<file path="src/rtl/dpu_cmd_bridge.sv">
// dpu_cmd_bridge: turns a host byte stream of WRITE / RUN / READ packets into
// single-byte commands for the layer top, returning read data and status
// bytes on the response stream.
// Optional build macro DPU_BRIDGE_ACK_EN: completed WRITE packets (length 0
// included) answer with status byte 0xA5; without it WRITEs are silent.
module dpu_cmd_bridge #(
    parameter int ADDR_W = 24,
    parameter int LEN_W  = 24
) (
    input  logic              clk,
    input  logic              rst_n,
    input  logic              in_valid,
    output logic              in_ready,
    input  logic [7:0]        in_data,
    output logic              out_valid,
    input  logic              out_ready,
    output logic [7:0]        out_data,
    output logic              cmd_valid,
    input  logic              cmd_ready,
    output logic [1:0]        cmd_type,
    output logic [ADDR_W-1:0] cmd_addr,
    output logic [7:0]        cmd_data,
    input  logic              rsp_valid,
    input  logic [7:0]        rsp_data,
    input  logic              dpu_done,
    output logic              busy,
    output logic              err
);

    localparam logic [3:0] S_IDLE     = 4'd0;
    localparam logic [3:0] S_HDR_ADDR = 4'd1;
    localparam logic [3:0] S_HDR_LEN  = 4'd2;
    localparam logic [3:0] S_WR_DATA  = 4'd3;
    localparam logic [3:0] S_WR_CMD   = 4'd4;
    localparam logic [3:0] S_RD_CMD   = 4'd5;
    localparam logic [3:0] S_RD_WAIT  = 4'd6;
    localparam logic [3:0] S_RD_OUT   = 4'd7;
    localparam logic [3:0] S_RUN_CMD  = 4'd8;
    localparam logic [3:0] S_RUN_WAIT = 4'd9;
    localparam logic [3:0] S_STATUS   = 4'd10;

    localparam logic [7:0] OP_WRITE    = 8'h01;
    localparam logic [7:0] OP_RUN      = 8'h02;
    localparam logic [7:0] OP_READ     = 8'h03;
    localparam logic [7:0] STAT_RUN    = 8'hD0;
    localparam logic [7:0] STAT_WR_ACK = 8'hA5;

`ifdef DPU_BRIDGE_ACK_EN
    localparam bit ACK_EN = 1'b1;
`else
    localparam bit ACK_EN = 1'b0;
`endif

    logic [3:0]        r_state;
    logic              r_is_wr;     // packet in flight is a WRITE (else READ)
    logic [1:0]        r_cnt;       // header byte index within a 3-byte field
    logic [15:0]       r_hdr;       // first two bytes of the current field
    logic [ADDR_W-1:0] r_addr;
    logic [LEN_W-1:0]  r_rem;       // bytes still to transfer
    logic [7:0]        r_wdata;
    logic [7:0]        r_out;       // read byte or status byte for the host
    logic              r_err;

    logic              w_in_xfer;
    logic [23:0]       w_field;     // little-endian field completed by in_data
    logic [LEN_W-1:0]  w_len;
    logic              w_last;      // current byte is the final one of the packet

    assign w_in_xfer = in_valid && in_ready;
    assign w_field   = {in_data, r_hdr};
    assign w_len     = LEN_W'(w_field);
    assign w_last    = (r_rem == LEN_W'(1));

    // Host and command-side handshakes decode straight from the state, so the
    // command fields only move on the edge that also takes cmd_ready.
    always_comb begin
        in_ready  = (r_state == S_IDLE)    || (r_state == S_HDR_ADDR) ||
                    (r_state == S_HDR_LEN) || (r_state == S_WR_DATA);
        out_valid = (r_state == S_RD_OUT)  || (r_state == S_STATUS);
        out_data  = r_out;
        cmd_valid = (r_state == S_WR_CMD)  || (r_state == S_RD_CMD) ||
                    (r_state == S_RUN_CMD);
        cmd_type  = 2'd0;
        cmd_addr  = r_addr;
        cmd_data  = 8'h00;
        if (r_state == S_RUN_CMD) begin
            cmd_type = 2'd1;
            cmd_addr = '0;
        end else if (r_state == S_RD_CMD) begin
            cmd_type = 2'd2;
        end else if (r_state == S_WR_CMD) begin
            cmd_data = r_wdata;
        end
        busy = (r_state != S_IDLE);
        err  = r_err;
    end

    // Packet parser and command sequencer; a reset anywhere drops the packet.
    always_ff @(posedge clk or negedge rst_n) begin
        if (!rst_n) begin
            r_state <= S_IDLE;
            r_is_wr <= 1'b0;
            r_cnt   <= 2'd0;
            r_hdr   <= 16'h0000;
            r_addr  <= '0;
            r_rem   <= '0;
            r_wdata <= 8'h00;
            r_out   <= 8'h00;
            r_err   <= 1'b0;
        end else begin
            case (r_state)
                S_IDLE: begin
                    if (w_in_xfer) begin
                        r_cnt <= 2'd0;
                        if (in_data == OP_WRITE) begin
                            r_is_wr <= 1'b1;
                            r_state <= S_HDR_ADDR;
                        end else if (in_data == OP_READ) begin
                            r_is_wr <= 1'b0;
                            r_state <= S_HDR_ADDR;
                        end else if (in_data == OP_RUN) begin
                            r_state <= S_RUN_CMD;
                        end else begin
                            r_err <= 1'b1;
                        end
                    end
                end
                S_HDR_ADDR: begin
                    if (w_in_xfer) begin
                        r_hdr <= {in_data, r_hdr[15:8]};
                        r_cnt <= r_cnt + 2'd1;
                        if (r_cnt == 2'd2) begin
                            r_addr  <= ADDR_W'(w_field);
                            r_cnt   <= 2'd0;
                            r_state <= S_HDR_LEN;
                        end
                    end
                end
                S_HDR_LEN: begin
                    if (w_in_xfer) begin
                        r_hdr <= {in_data, r_hdr[15:8]};
                        r_cnt <= r_cnt + 2'd1;
                        if (r_cnt == 2'd2) begin
                            r_cnt <= 2'd0;
                            r_rem <= w_len;
                            if (w_len == '0) begin
                                if (r_is_wr && ACK_EN) begin
                                    r_out   <= STAT_WR_ACK;
                                    r_state <= S_STATUS;
                                end else begin
                                    r_state <= S_IDLE;
                                end
                            end else if (r_is_wr) begin
                                r_state <= S_WR_DATA;
                            end else begin
                                r_state <= S_RD_CMD;
                            end
                        end
                    end
                end
                S_WR_DATA: begin
                    if (w_in_xfer) begin
                        r_wdata <= in_data;
                        r_state <= S_WR_CMD;
                    end
                end
                S_WR_CMD: begin
                    if (cmd_ready) begin
                        r_addr <= r_addr + ADDR_W'(1);
                        r_rem  <= r_rem - LEN_W'(1);
                        if (!w_last) begin
                            r_state <= S_WR_DATA;
                        end else if (ACK_EN) begin
                            r_out   <= STAT_WR_ACK;
                            r_state <= S_STATUS;
                        end else begin
                            r_state <= S_IDLE;
                        end
                    end
                end
                S_RD_CMD: begin
                    if (cmd_ready) begin
                        r_state <= S_RD_WAIT;
                    end
                end
                S_RD_WAIT: begin
                    if (rsp_valid) begin
                        r_out   <= rsp_data;
                        r_state <= S_RD_OUT;
                    end
                end
                S_RD_OUT: begin
                    if (out_ready) begin
                        r_addr  <= r_addr + ADDR_W'(1);
                        r_rem   <= r_rem - LEN_W'(1);
                        r_state <= w_last ? S_IDLE : S_RD_CMD;
                    end
                end
                S_RUN_CMD: begin
                    if (cmd_ready) begin
                        r_state <= S_RUN_WAIT;
                    end
                end
                S_RUN_WAIT: begin
                    if (dpu_done) begin
                        r_out   <= STAT_RUN;
                        r_state <= S_STATUS;
                    end
                end
                S_STATUS: begin
                    if (out_ready) begin
                        r_state <= S_IDLE;
                    end
                end
                default: begin
                    r_state <= S_IDLE;
                end
            endcase
        end
    end

endmodule

</file>
<file path="config.mk">
export PLATFORM = sky130hd
export DESIGN_NAME = dpu_cmd_bridge
export DESIGN_NICKNAME = d
export VERILOG_FILES = /design/src/rtl/dpu_cmd_bridge.sv
export SDC_FILE = /design/constraint.sdc
export NUM_CORES = 1
export LEC_CHECK = 0
export ABC_AREA = 1
export BUFFER_PORTS_ARGS = -buffer_cell sky130_fd_sc_hd__buf_2
export CAP_MARGIN = 20
export CORE_ASPECT_RATIO = 1.75
export CORE_MARGIN = 3
export CORE_UTILIZATION = 63
export DETAILED_ROUTE_END_ITERATION = 12
export PLACE_DENSITY_LB_ADDON = 0.08
export SLEW_MARGIN = 20
export SYNTH_ARGS = -nofsm -noshare
export SYNTH_HDL_FRONTEND = slang
export SYNTH_SLANG_ARGS = --single-unit
</file>
<file path="constraint.sdc">
create_clock -name clk -period 4.7 [get_ports clk]
set_input_delay 0.705 -clock clk [delete_from_list [all_inputs] [get_ports clk]]
set_output_delay 0.705 -clock clk [all_outputs]
set_load 0.005 [all_outputs]
</file>
* Word-level counts from Yosys, hierarchy flattened *
Index checks and enable logic that the tools add are counted.

word-level totals
  flip-flop bits (word level) = 88
  logic and storage cells = 114
  output and inout port bits = 47
  input port bits = 23

operators by class
  equality and inequality tests = 30
  bitwise logic cells = 3
  add/subtract/negate cells = 3
  muxes and demuxes = 44
  reduce and logical (&&, ||, !) cells = 25

operators with widths
  cell                   number
  $mux 24                7
  $pmux 24 s3            2
  $mux 4                 16
  $pmux 4 s11            1
  $mux 8                 5
  $add 24x1->24 const B  1
  $eq 24x1->1 const B    1
  $logic_not 24->1       1
  $sub 24x1->24 const B  1
  $ne 2x2->1 const B     11
  $eq 4x3->1 const B     4
  $eq 8x2->1 const B     2
  $pmux 8 s2             1
  $reduce_and 5->1       3
  $reduce_and 14->1      1
  $eq 4x4->1 const B     3
  $mux 2                 6
  $mux 3                 3
  $reduce_and 3->1       3
  $eq 4x2->1 const B     2
  $eq 8x1->1 const B     1
  $logic_or 1x1->1       6
  $ne 2x1->1 const B     3
  $reduce_bool 2->1      3
  13 further kinds       18

* Longest topological paths before layout *
Gate-level depths: netlist of the first run.

  word-level depth = 7
  gate-level depth with buffers = 12
  depth with buffers taken out = 12

* Least setup slack after synthesis of the first run *
Ideal clock, no wire load.

  path type = register -> output
  from = register r_state[1]
  to = output cmd_addr[14]
  setup slack = 2785 ps
  stages on the path, launching flop included = 6
  arrival = 1210 ps
  required time = 3995 ps
  buffers on the path = 1
  cell sequence = dfrtp_1 -> inv_1 -> nand2_1 -> nor2_2 -> clkbuf_1 -> nor2_1

between the ends
  cells in the longest elaborated chain, start to end = 2

ends and longest elaborated chain
  what                    line  RTL
  start, declared         54    logic [3:0] r_state;
  start signal, assigned  196   r_state <= w_last ? S_IDLE : S_RD_CMD;
  $eq 4x4->1              86    if (r_state == S_RUN_CMD) begin
  $mux 24                 86
  end, declared           21    output logic [ADDR_W-1:0] cmd_addr,

No other way between the ends.

* Worst setup path after layout of the first run *
  from = register r_state[1]
  to = output cmd_valid

between the ends
  cells in the longest elaborated chain, start to end = 3
  elaborated cells between the ends (all ways) = 5
  those cells by class = eq/ne (3); reduce/logical (2)

ends and longest elaborated chain
  what                line  RTL
  $eq 4x3->1          81    cmd_valid = (r_state == S_WR_CMD) || (r_state == S_RD_CMD) ||
  $logic_or 1x1->1    81
  $logic_or 1x1->1 *  81
  end, declared       18    output logic cmd_valid,

Every way passes the cells marked *; elsewhere a longest branch is shown, timed or not.

==> flow_metrics.env, run 1 <==
export IMPL_rsz0062_at_grt="false"
export IMPL_synth_top_family_by_area="simple AND/OR/NAND/NOR gates"
export IMPL_cts_path_max_buffers=2
export IMPL_rrSetupSlack_ps=2080
export IMPL_ys_warn_count=0
export IMPL_end_kind="output pin"
export IMPL_highest_layer="met4"
export IMPL_tns_ps=0
export IMPL_critical_path_class="reg2out"
export IMPL_fmax_mhz=371
export IMPL_diodes=0
export IMPL_period_needed_ps=2700
export IMPL_wl_met1_um=5840
export IMPL_synth_cells=865
export IMPL_avgRoutedWirePerCell_um=15.6
export IMPL_start_kind="flop"
export IMPL_grt_first_pass_wirelength_um=26200
export IMPL_r2r_start="r_state[1]"
export IMPL_fin_skew_ps=5.98
export IMPL_cp_slowest_cell="nor2_4"
export IMPL_final_area_sq_mm=0.00633
export IMPL_dr_wl_met2_um=8750
export IMPL_gr_total_overflow=0
export IMPL_p_leak_nw=3.18
export IMPL_synth_top_cell_by_area="dfrtp_1"
export IMPL_grt_antenna_before_repair=0
export IMPL_fill_cells=772
export IMPL_drv_cap=0
export IMPL_crit_arrival_ps=1990
export IMPL_vdd_ir_drop_max_v=0.000574
export IMPL_finalHoldViolCount=0
export IMPL_r2r_end="r_addr[15]"
export IMPL_die_area_sq_mm=0.0101
export IMPL_track_usage_pct=33.3
export IMPL_drive_above_1_share_pct=11.7
export IMPL_worstPathRequired_ps=3990
export IMPL_nNetsFinal=950
export IMPL_drt_pass1_iterations=5
export IMPL_placed_cell_area_sq_mm=0.00599
export IMPL_cts_root_buffer="clkbuf_16"
export IMPL_synthSimpleGateAreaFrac_pct=36.2
export IMPL_synth_xor_area_share_pct=1.25
export IMPL_ys_types=34
export IMPL_drtIter0Drc=429
export IMPL_grt_max_degree=65
export IMPL_drv_slew=0
export IMPL_crit_fanout=26
export IMPL_viasPerCell=5.61
export IMPL_hp_class="in2async"
export IMPL_gp_congestion=0.972
export IMPL_grt_pass1_vias=5744
export IMPL_async_flop_share_pct=100
export IMPL_synthFlopType="dfrtp_1"
export IMPL_synth_nets=891
export IMPL_synth_compound_area_share_pct=12.4
export IMPL_worst_pin_slew_ps=997
export IMPL_rr_worst_depth=11
export IMPL_slew_headroom_pct=33.5
export IMPL_clk_pin_slew_ps=60
export IMPL_die_x_um=77.4
export IMPL_dr_wl_met3_um=724
export IMPL_start_util_pct=64.8
export IMPL_cts_setup_buffers=0
export IMPL_synth_edf_count=0
export IMPL_die_h_um=131
export IMPL_core_area_sq_mm=0.00867
export IMPL_p_per_area_mw_per_mm2=690
export IMPL_io_pin_count=70
export IMPL_hold_buffers=0
export IMPL_syn_avg_cell_area_sq_um=6.50
export IMPL_cts_resized=0
export IMPL_port_buffer_count=69
export IMPL_layout_area_overhead_vs_synth_pct=12.6
export IMPL_cts_buffers=9
export IMPL_path_delay_family="simple AND/OR/NAND/NOR gates"
export IMPL_cts_tree="yes"
export IMPL_finalSetupViolations=0
export IMPL_vias=5865
export IMPL_ys_ff_latch=88
export IMPL_clk_latency_ps=350
export IMPL_drt_wl_total_um=16300
export IMPL_synth_area_sq_mm=0.00562
export IMPL_ant_nets=0
export IMPL_fin_cells=1045
export IMPL_synth_top_area_share_pct=39.2
export IMPL_post_route_period_util_pct=57.4
export IMPL_synth_adder_area_share_pct=0.668
export IMPL_num_rows=45
export IMPL_seq_area_frac_synth_pct=39.2
export IMPL_max_stage_delay_ps=550
export IMPL_yosys_mux_area_fraction_pct=0.178
export IMPL_clock_tree_htree_level_count=3
export IMPL_cts_sinks=88
export IMPL_placed_cells=1030
export IMPL_outcome="completed"
export IMPL_synth_top_cells_by_area="dfrtp_1 (39%), nand2_1 (14%), nor2_1 (13%), inv_1 (7.3%), o21ai_0 (5.3%)"
export IMPL_holdWs_ps=455
export IMPL_path_cells="inv_1 -> nand2_1 -> nor2_4 -> inv_1 -> nand2_1 -> buf_2"
export IMPL_drc=0
export IMPL_dp_hpwl_um=12300
export IMPL_path_buf_inv=3
cell usage after synthesis, drive strengths merged (2+ instances only):
cell    instances
nand2         221
nor2          209
inv           116
dfrtp          88
o21ai          77
nand3          43
a21oi          41
buf            20
nand4          10
a22oi           6
xor2            6
nor3            5
a31oi           4
clkbuf          3
ha              3
and2            2
and3            2
xnor2           2
worst max-delay path by stage:
stage / start / endpoint / slack (ps) / cells after the start
floorplan: r_state[1] / cmd_addr[14] / 2780 / 5
global placement: r_state[1] / cmd_valid / 2100 / 6
detailed placement: r_state[1] / cmd_valid / 2030 / 6
CTS: r_state[1] / cmd_valid / 1650 / 6
global route: r_state[1] / cmd_valid / 1870 / 6
finish: r_state[1] / cmd_valid / 2000 / 6
final cells by class:
type	count	area, sq um	area share (%)
multi-input combinational	638	2850	45.0
clock buffer	11	253	3.99
timing repair buffer	71	363	5.73
sequential	88	2200	34.8
tap	117	146	2.31
clock inverter	4	77.6	1.23
inverter	116	435	6.88
metal layers:
metal / global-route usage (%) / vias up
met4: 22.7 / 0
met2: 62.9 / 225
met1: 34.5 / 2757
met5: 0 / -
met3: 3.09 / 67
li1: - / 2816
logic make-up after synthesis:
kind of cell               Yosys count
AOI/OAI and AO/OA                  132
DFF                                 88
adders and majority gates            3
xor gates and xnor gates             8
buffers and inverters              139
muxes                                1
and+or+nand+nor                    494
per-stage QoR:
stage	utilization (%)	power (mW)	worst slack, ps
after detailed placement	69.1	3.53	2030
after floorplan	-	2.89	2780
after global placement	69.1	3.44	2100
final	73.0	4.36	2000
after CTS	72.9	4.34	1650
after global routing	73.0	4.75	1870
cell usage in the layout (no fill, tap or decap), types with 3 or more instances in the layout:
cell type  Yosys  final
nand3_1       41     41
clkbuf_16      0      9
o21ai_0       60     60
dfrtp_1       88     88
nand4_1       10     10
a21oi_1       41     41
nor2_4         6      7
inv_1        110    110
ha_1           3      3
nor3_1         5      5
o21ai_1       17     17
nand2_1      217    217
buf_4          5      3
nand2_2        3      3
xor2_1         6      6
inv_2          6      6
a22oi_1        6      6
nor2_1       200    200
a31oi_1        4      4
buf_2         13     68
flip-flops by register name, indices dropped and copies added (netlist names):
name,flops
r_wdata,8
r_hdr,16
r_addr,24
out_data,8
r_is_wr,1
r_cnt,2
r_rem,24
r_state,4
err,1
where the power goes:
part           total [mW]  internal, mW  switching, mW
Combinational        2.12         0.713           1.41
Sequential           1.45          1.12          0.326
Clock               0.791         0.494          0.298
Total                4.36          2.33           2.03
Note: power is estimated with default switching activity, not from simulation.
==> run 2, diff against run 1 <==
--- a/config.mk
+++ b/config.mk
@@ -10,7 +10,7 @@
 export CAP_MARGIN = 20
 export CORE_ASPECT_RATIO = 1.75
 export CORE_MARGIN = 3
-export CORE_UTILIZATION = 63
+export CORE_UTILIZATION = 53
 export DETAILED_ROUTE_END_ITERATION = 12
 export PLACE_DENSITY_LB_ADDON = 0.08
 export SLEW_MARGIN = 20
==> constraint.sdc (replaced) <==
create_clock -name clk -period 2.2 [get_ports clk]
set_input_delay 0.33 -clock clk [delete_from_list [all_inputs] [get_ports clk]]
set_output_delay 0.33 -clock clk [all_outputs]
set_load 0.005 [all_outputs]
==> run 2 against run 1 <==
- clock power increased by 120%
- core utilization decreased by 9.8 points
- non-clock buffer count increased by 18
- global-route usage decreased by 3.9 points
- critical path depth up 5
- flip-flop and latch count unchanged
- via count shrank 1.7%
- clock skew is 2.6 ps higher
- routed wire length is 2.7% higher
- worst hold slack worse by 240 ps
- critical path type is now reg2reg
==> flow_metrics.env, run 2 (synthesized netlist as in run 1, its figures left out) <==
export IMPL_outcome="completed"
export IMPL_finalSetupViolations=0
export IMPL_cts_root_buffer="clkbuf_16"
export IMPL_clk_latency_ps=340
export IMPL_slew_headroom_pct=68.7
export IMPL_dp_hpwl_um=13000
export IMPL_fill_cells=1003
export IMPL_drtIter0Drc=588
export IMPL_drive_above_1_share_pct=13.4
export IMPL_track_usage_pct=29.4
export IMPL_worstPathRequired_ps=2420
export IMPL_max_stage_delay_ps=420
export IMPL_r2r_start="r_rem[0]"
export IMPL_drt_wl_total_um=16800
export IMPL_path_common_cell="nand2_1"
export IMPL_diodes=0
export IMPL_whs_path_depth=3
export IMPL_die_x_um=83.8
export IMPL_ant_nets=0
export IMPL_path_buf_inv=1
export IMPL_r2r_end="r_rem[18]"
export IMPL_port_buffer_count=69
export IMPL_rr_worst_depth=11
export IMPL_num_rows=49
export IMPL_vdd_ir_drop_max_v=0.000722
export IMPL_layout_area_overhead_vs_synth_pct=15.7
export IMPL_tns_ps=0
export IMPL_rsz0062_at_grt="false"
export IMPL_path_cells="inv_1 -> ha_1 -> nand2_1 -> nor2_1 -> nand2_1 -> nor2_1 -> nand2_1 -> nand2_1 -> nand2_1 -> nand2_1 -> o21ai_0"
export IMPL_cts_setup_buffers=0
export IMPL_cts_tree="yes"
export IMPL_drt_pass1_iterations=9
export IMPL_top_regs="r_addr (24), r_rem (24), r_hdr (16)"
export IMPL_path_delay_family="simple AND/OR/NAND/NOR gates"
export IMPL_gp_congestion=1.04
export IMPL_grt_max_degree=35
export IMPL_fin_skew_ps=8.55
export IMPL_drc=0
export IMPL_period_needed_ps=2000
export IMPL_p_per_area_mw_per_mm2=1460
export IMPL_viasPerCell=5.37
export IMPL_grt_antenna_before_repair=0
export IMPL_end_kind="flop"
export IMPL_cts_buffers=9
export IMPL_crit_fanout=5
export IMPL_clk_pin_slew_ps=70
export IMPL_hp_class="in2reg"
export IMPL_finalHoldViolCount=0
export IMPL_hold_end="out_data[0]"
export IMPL_drv_slew=0
export IMPL_vias=5765
export IMPL_avgRoutedWirePerCell_um=15.6
export IMPL_p_leak_nw=3.28
export IMPL_gr_total_overflow=0
export IMPL_nNetsFinal=968
export IMPL_clock_tree_htree_level_count=3
export IMPL_drv_cap=0
export IMPL_die_h_um=142
export IMPL_mostFrequentLayoutCell="nand2_1"
export IMPL_fmax_mhz=499
export IMPL_worst_pin_slew_ps=468
export IMPL_cts_sinks=88
export IMPL_cts_path_max_buffers=2
export IMPL_utilization_pct=63.1
export IMPL_core_area_sq_mm=0.0103
export IMPL_post_route_period_util_pct=91.0
export IMPL_holdCritStartpoint="rsp_data[0]"
export IMPL_cp_slowest_cell="dfrtp_1"
export IMPL_critical_path_class="reg2reg"
export IMPL_grt_pass1_vias=5779
export IMPL_start_util_pct=54.6
export IMPL_die_area_sq_mm=0.0119
export IMPL_most_common_layout_cells="nand2_1 (217), nor2_1 (200), inv_1 (110)"
export IMPL_io_pin_count=70
export IMPL_grt_first_pass_wirelength_um=27900
export IMPL_start_kind="flop"
export IMPL_rrSetupSlack_ps=200
export IMPL_crit_arrival_ps=2220
-- run 2: cell types whose count changed in the layout (fill, tap and decap cells not counted) --
cell	delta
dlygate4sd3_1	+1
nor2_2	+1
inv_6	+2
inv_8	+1
buf_12	+2
nor2_4	-1
buf_4	+15
clkbuf_8	-1
clkinv_4	-1
-- run 2: metal layers --
layer	vias to the layer above	GRT usage, %	part of all wire, %
met5	-	0	0
met4	0	12.6	3.7
met3	41	3.59	4.5
met2	212	56.9	54
met1	2654	31.7	38
li1	2858	-	-
-- run 2: area by class of cell --
type	count	area [sq um]	share of cell area (%)
timing repair buffer	89	526	8.08
clock inverter	6	97.6	1.50
inverter	116	435	6.69
tap	127	159	2.44
multi-input combinational	638	2850	43.7
sequential	88	2200	33.9
clock buffer	10	239	3.67
-- run 2: how the worst max path moves through the flow --
stage | start | cells past startpoint | end
5_1_grt | r_rem[0] | 11 | r_rem[18]
3_3_place_gp | r_rem[0] | 11 | r_rem[18]
3_5_place_dp | r_rem[0] | 11 | r_rem[18]
4_1_cts | r_state[1] | 6 | cmd_addr[23]
6_report | r_rem[0] | 11 | r_rem[18]
2_1_floorplan | r_rem[0] | 11 | r_rem[18]
-- run 2: report_power, final --
part | leakage, nW | switching [mW] | internal (mW)
registers | 1.05 | 0.700 | 2.40
clock network | 0.166 | 0.699 | 1.05
logic | 2.06 | 3.00 | 1.64
-- run 2: worst min-delay path, delay by kind of cell --
family / cells / cell delay [ps]
buf+inv: 1 / 70
simple gates: 1 / 60
compound gates: 1 / 60
-- run 2: metrics by stage --
step	hold slack (ps)	total power [mW]	setup WS, ps	cells	area (sq um)
final	220	9.48	198	1074	6500
after floorplan	34.4	6.18	617	865	5620
after detailed placement	263	7.70	258	1057	6160
after global routing	242	10.4	33.2	1074	6500
after global placement	260	7.58	315	1057	6160
after CTS	214	9.47	197	1074	6500
-- run 2: what timing repair did --
action,CTS,global route
gates resized for setup,0,0
hold buffers,1,0
endpoints found under the hold margin,21,0
==> run 3, diff against run 2 <==
--- a/config.mk
+++ b/config.mk
@@ -8,11 +8,11 @@
 export ABC_AREA = 1
 export BUFFER_PORTS_ARGS = -buffer_cell sky130_fd_sc_hd__buf_2
 export CAP_MARGIN = 20
-export CORE_ASPECT_RATIO = 1.75
 export CORE_MARGIN = 3
 export CORE_UTILIZATION = 53
 export DETAILED_ROUTE_END_ITERATION = 12
 export PLACE_DENSITY_LB_ADDON = 0.08
+export SETUP_SLACK_MARGIN = 0.3
 export SLEW_MARGIN = 20
 export SYNTH_ARGS = -nofsm -noshare
 export SYNTH_HDL_FRONTEND = slang
==> run 3 against run 2 <==
- core utilization grew 1.9 points
- cell count up 0.93%
- first-iteration DRC count shrank 4.3%
- sequential power hardly changed
- critical path type is now reg2out
==> flow_metrics.env, run 3 (synthesized netlist as in run 1, its figures left out) <==
export IMPL_path_buf_inv=3
export IMPL_avgRoutedWirePerCell_um=15.9
export IMPL_grt_pass1_vias=5414
export IMPL_drv_slew=0
export IMPL_grt_first_pass_wirelength_um=26900
export IMPL_critical_path_class="reg2out"
export IMPL_crit_arrival_ps=1530
export IMPL_num_rows=36
export IMPL_cts_path_max_buffers=2
export IMPL_drtIter0Drc=563
export IMPL_drc=0
export IMPL_cts_root_buffer="clkbuf_8"
export IMPL_start_kind="flop"
export IMPL_die_area_sq_mm=0.0119
export IMPL_ant_nets=0
export IMPL_sw_frac_of_total_pct=48.7
export IMPL_port_buffer_count=69
export IMPL_max_stage_delay_ps=480
export IMPL_viasPerCell=5.45
export IMPL_gp_congestion=0.951
export IMPL_grt_max_degree=58
export IMPL_worst_pin_slew_ps=525
export IMPL_drv_cap=0
export IMPL_drive_above_1_share_pct=14.6
export IMPL_most_common_layout_cells="nand2_1 (217), nor2_1 (195), inv_1 (109)"
export IMPL_cp_slowest_cell="dfrtp_2"
export IMPL_nNetsFinal=973
export IMPL_top_regs="r_addr (24), r_rem (24), r_hdr (16)"
export IMPL_path_delay_family="flip-flops"
export IMPL_diodes=0
export IMPL_core_area_sq_mm=0.0100
export IMPL_finalHoldViolCount=0
export IMPL_fin_skew_ps=16.0
export IMPL_seqPwrFrac_pct=33.3
export IMPL_final_area_sq_mm=0.00654
export IMPL_grt_use_met1_pct=41.5
export IMPL_p_sw_mw=4.53
export IMPL_fmax_mhz=539
export IMPL_worstPathRequired_ps=1870
export IMPL_io_pin_count=70
export IMPL_post_route_period_util_pct=84.4
export IMPL_placed_cell_area_sq_mm=0.00613
export IMPL_crit_fanout=7
export IMPL_die_h_um=109
export IMPL_drt_wl_total_um=17300
export IMPL_p_clk_share_pct=11.5
export IMPL_path_cells="nand2_4 -> nor2_4 -> buf_12 -> buf_8 -> nor2_1 -> buf_2"
export IMPL_p_leak_nw=3.27
export IMPL_die_x_um=109
export IMPL_gr_total_overflow=0
export IMPL_holdWs_ps=195
export IMPL_period_needed_ps=1860
export IMPL_vdd_ir_drop_max_v=0.000657
export IMPL_end_kind="output pin"
export IMPL_dp_hpwl_um=12500
export IMPL_cts_tree="yes"
export IMPL_cts_sinks=88
export IMPL_hp_class="in2reg"
export IMPL_slew_headroom_pct=64.7
export IMPL_gr_usage_met3_pct=5.74
export IMPL_drt_pass1_iterations=5
export IMPL_vias=5908
export IMPL_busiest_layer="met2"
export IMPL_p_comb_share_pct=55.2
export IMPL_outcome="completed"
export IMPL_track_usage_pct=29.3
export IMPL_rsz0062_at_grt="true"
export IMPL_clock_tree_htree_level_count=3
export IMPL_layout_area_overhead_vs_synth_pct=16.3
export IMPL_met2_usage_pct=46.4
export IMPL_p_per_area_mw_per_mm2=1420
export IMPL_finalSetupViolations=0
export IMPL_clk_pin_slew_ps=100
export IMPL_grt_antenna_before_repair=0
export IMPL_tns_ps=0
export IMPL_internal_power_mw=4.78
export IMPL_start_util_pct=55.9
export IMPL_clk_latency_ps=370
export IMPL_cts_buffers=9
export IMPL_mostFrequentLayoutCell="nand2_1"
[run 3: layer usage]
metal | vias to the layer above | share of wire (%) | wire length (um)
met5 | - | 0 | 0
met4 | 0 | 1.8 | 317
met3 | 30 | 8.8 | 1520
met2 | 253 | 45 | 7840
met1 | 2752 | 44 | 7600
li1 | 2873 | - | -
[run 3: worst min-delay path, cell delays in order]
cell and delay [ps]:
buf_2 70, nand3_1 60, o21ai_0 60
[run 3: repair_timing]
action	CTS	global route
endpoints found under the setup margin	25	98
gates cloned	1	3
pin swaps	1	2
resized for setup	8	19
buffers inserted	3	3
hold endpoints to repair	33	0
hold buffers	1	0
[run 3: final timing paths]
kind                       depth (start not counted)      endpoint  slack (ps)   startpoint
max reg2reg                                       11     r_addr[4]         380   r_state[3]
min                                                3   out_data[1]         190  rsp_data[1]
min reg2reg                                        1           err         490          err
max                                                6  cmd_addr[13]         340   r_state[3]
min in group asynchronous                          2    r_wdata[0]         450        rst_n
max in group asynchronous                          3    r_addr[10]        1000        rst_n
[run 3: stage by stage]
| step | utilization [%] | instances | total power, mW | setup slack, ps |
|---|---|---|---|---|
| after floorplan | - | 865 | 6.18 | 617 |
| after global placement | 61.0 | 1058 | 7.58 | 423 |
| after detailed placement | 61.0 | 1058 | 7.70 | 382 |
| final | 65.1 | 1084 | 9.31 | 343 |
| after CTS | 63.6 | 1078 | 8.96 | 312 |
| after global routing | 65.1 | 1084 | 10.1 | 272 |
[run 3: area by class of cell]
type | instances | area, sq um
fillers | 939 | 3510
multi-input cells | 639 | 2900
flip-flops and latches | 88 | 2200
repair buffers | 93 | 646
inverters | 116 | 440
well taps | 133 | 166
clock buffers | 11 | 151
clock inverters | 4 | 30.0
[run 3: power groups by stage]
stage	logic [mW]	registers (mW)	clock network, mW
final	5.13	3.10	1.08
after floorplan	3.25	2.93	0
after global placement	4.50	3.09	0
after detailed placement	4.60	3.11	0
after global routing	5.77	3.19	1.15
after CTS	4.80	3.06	1.09
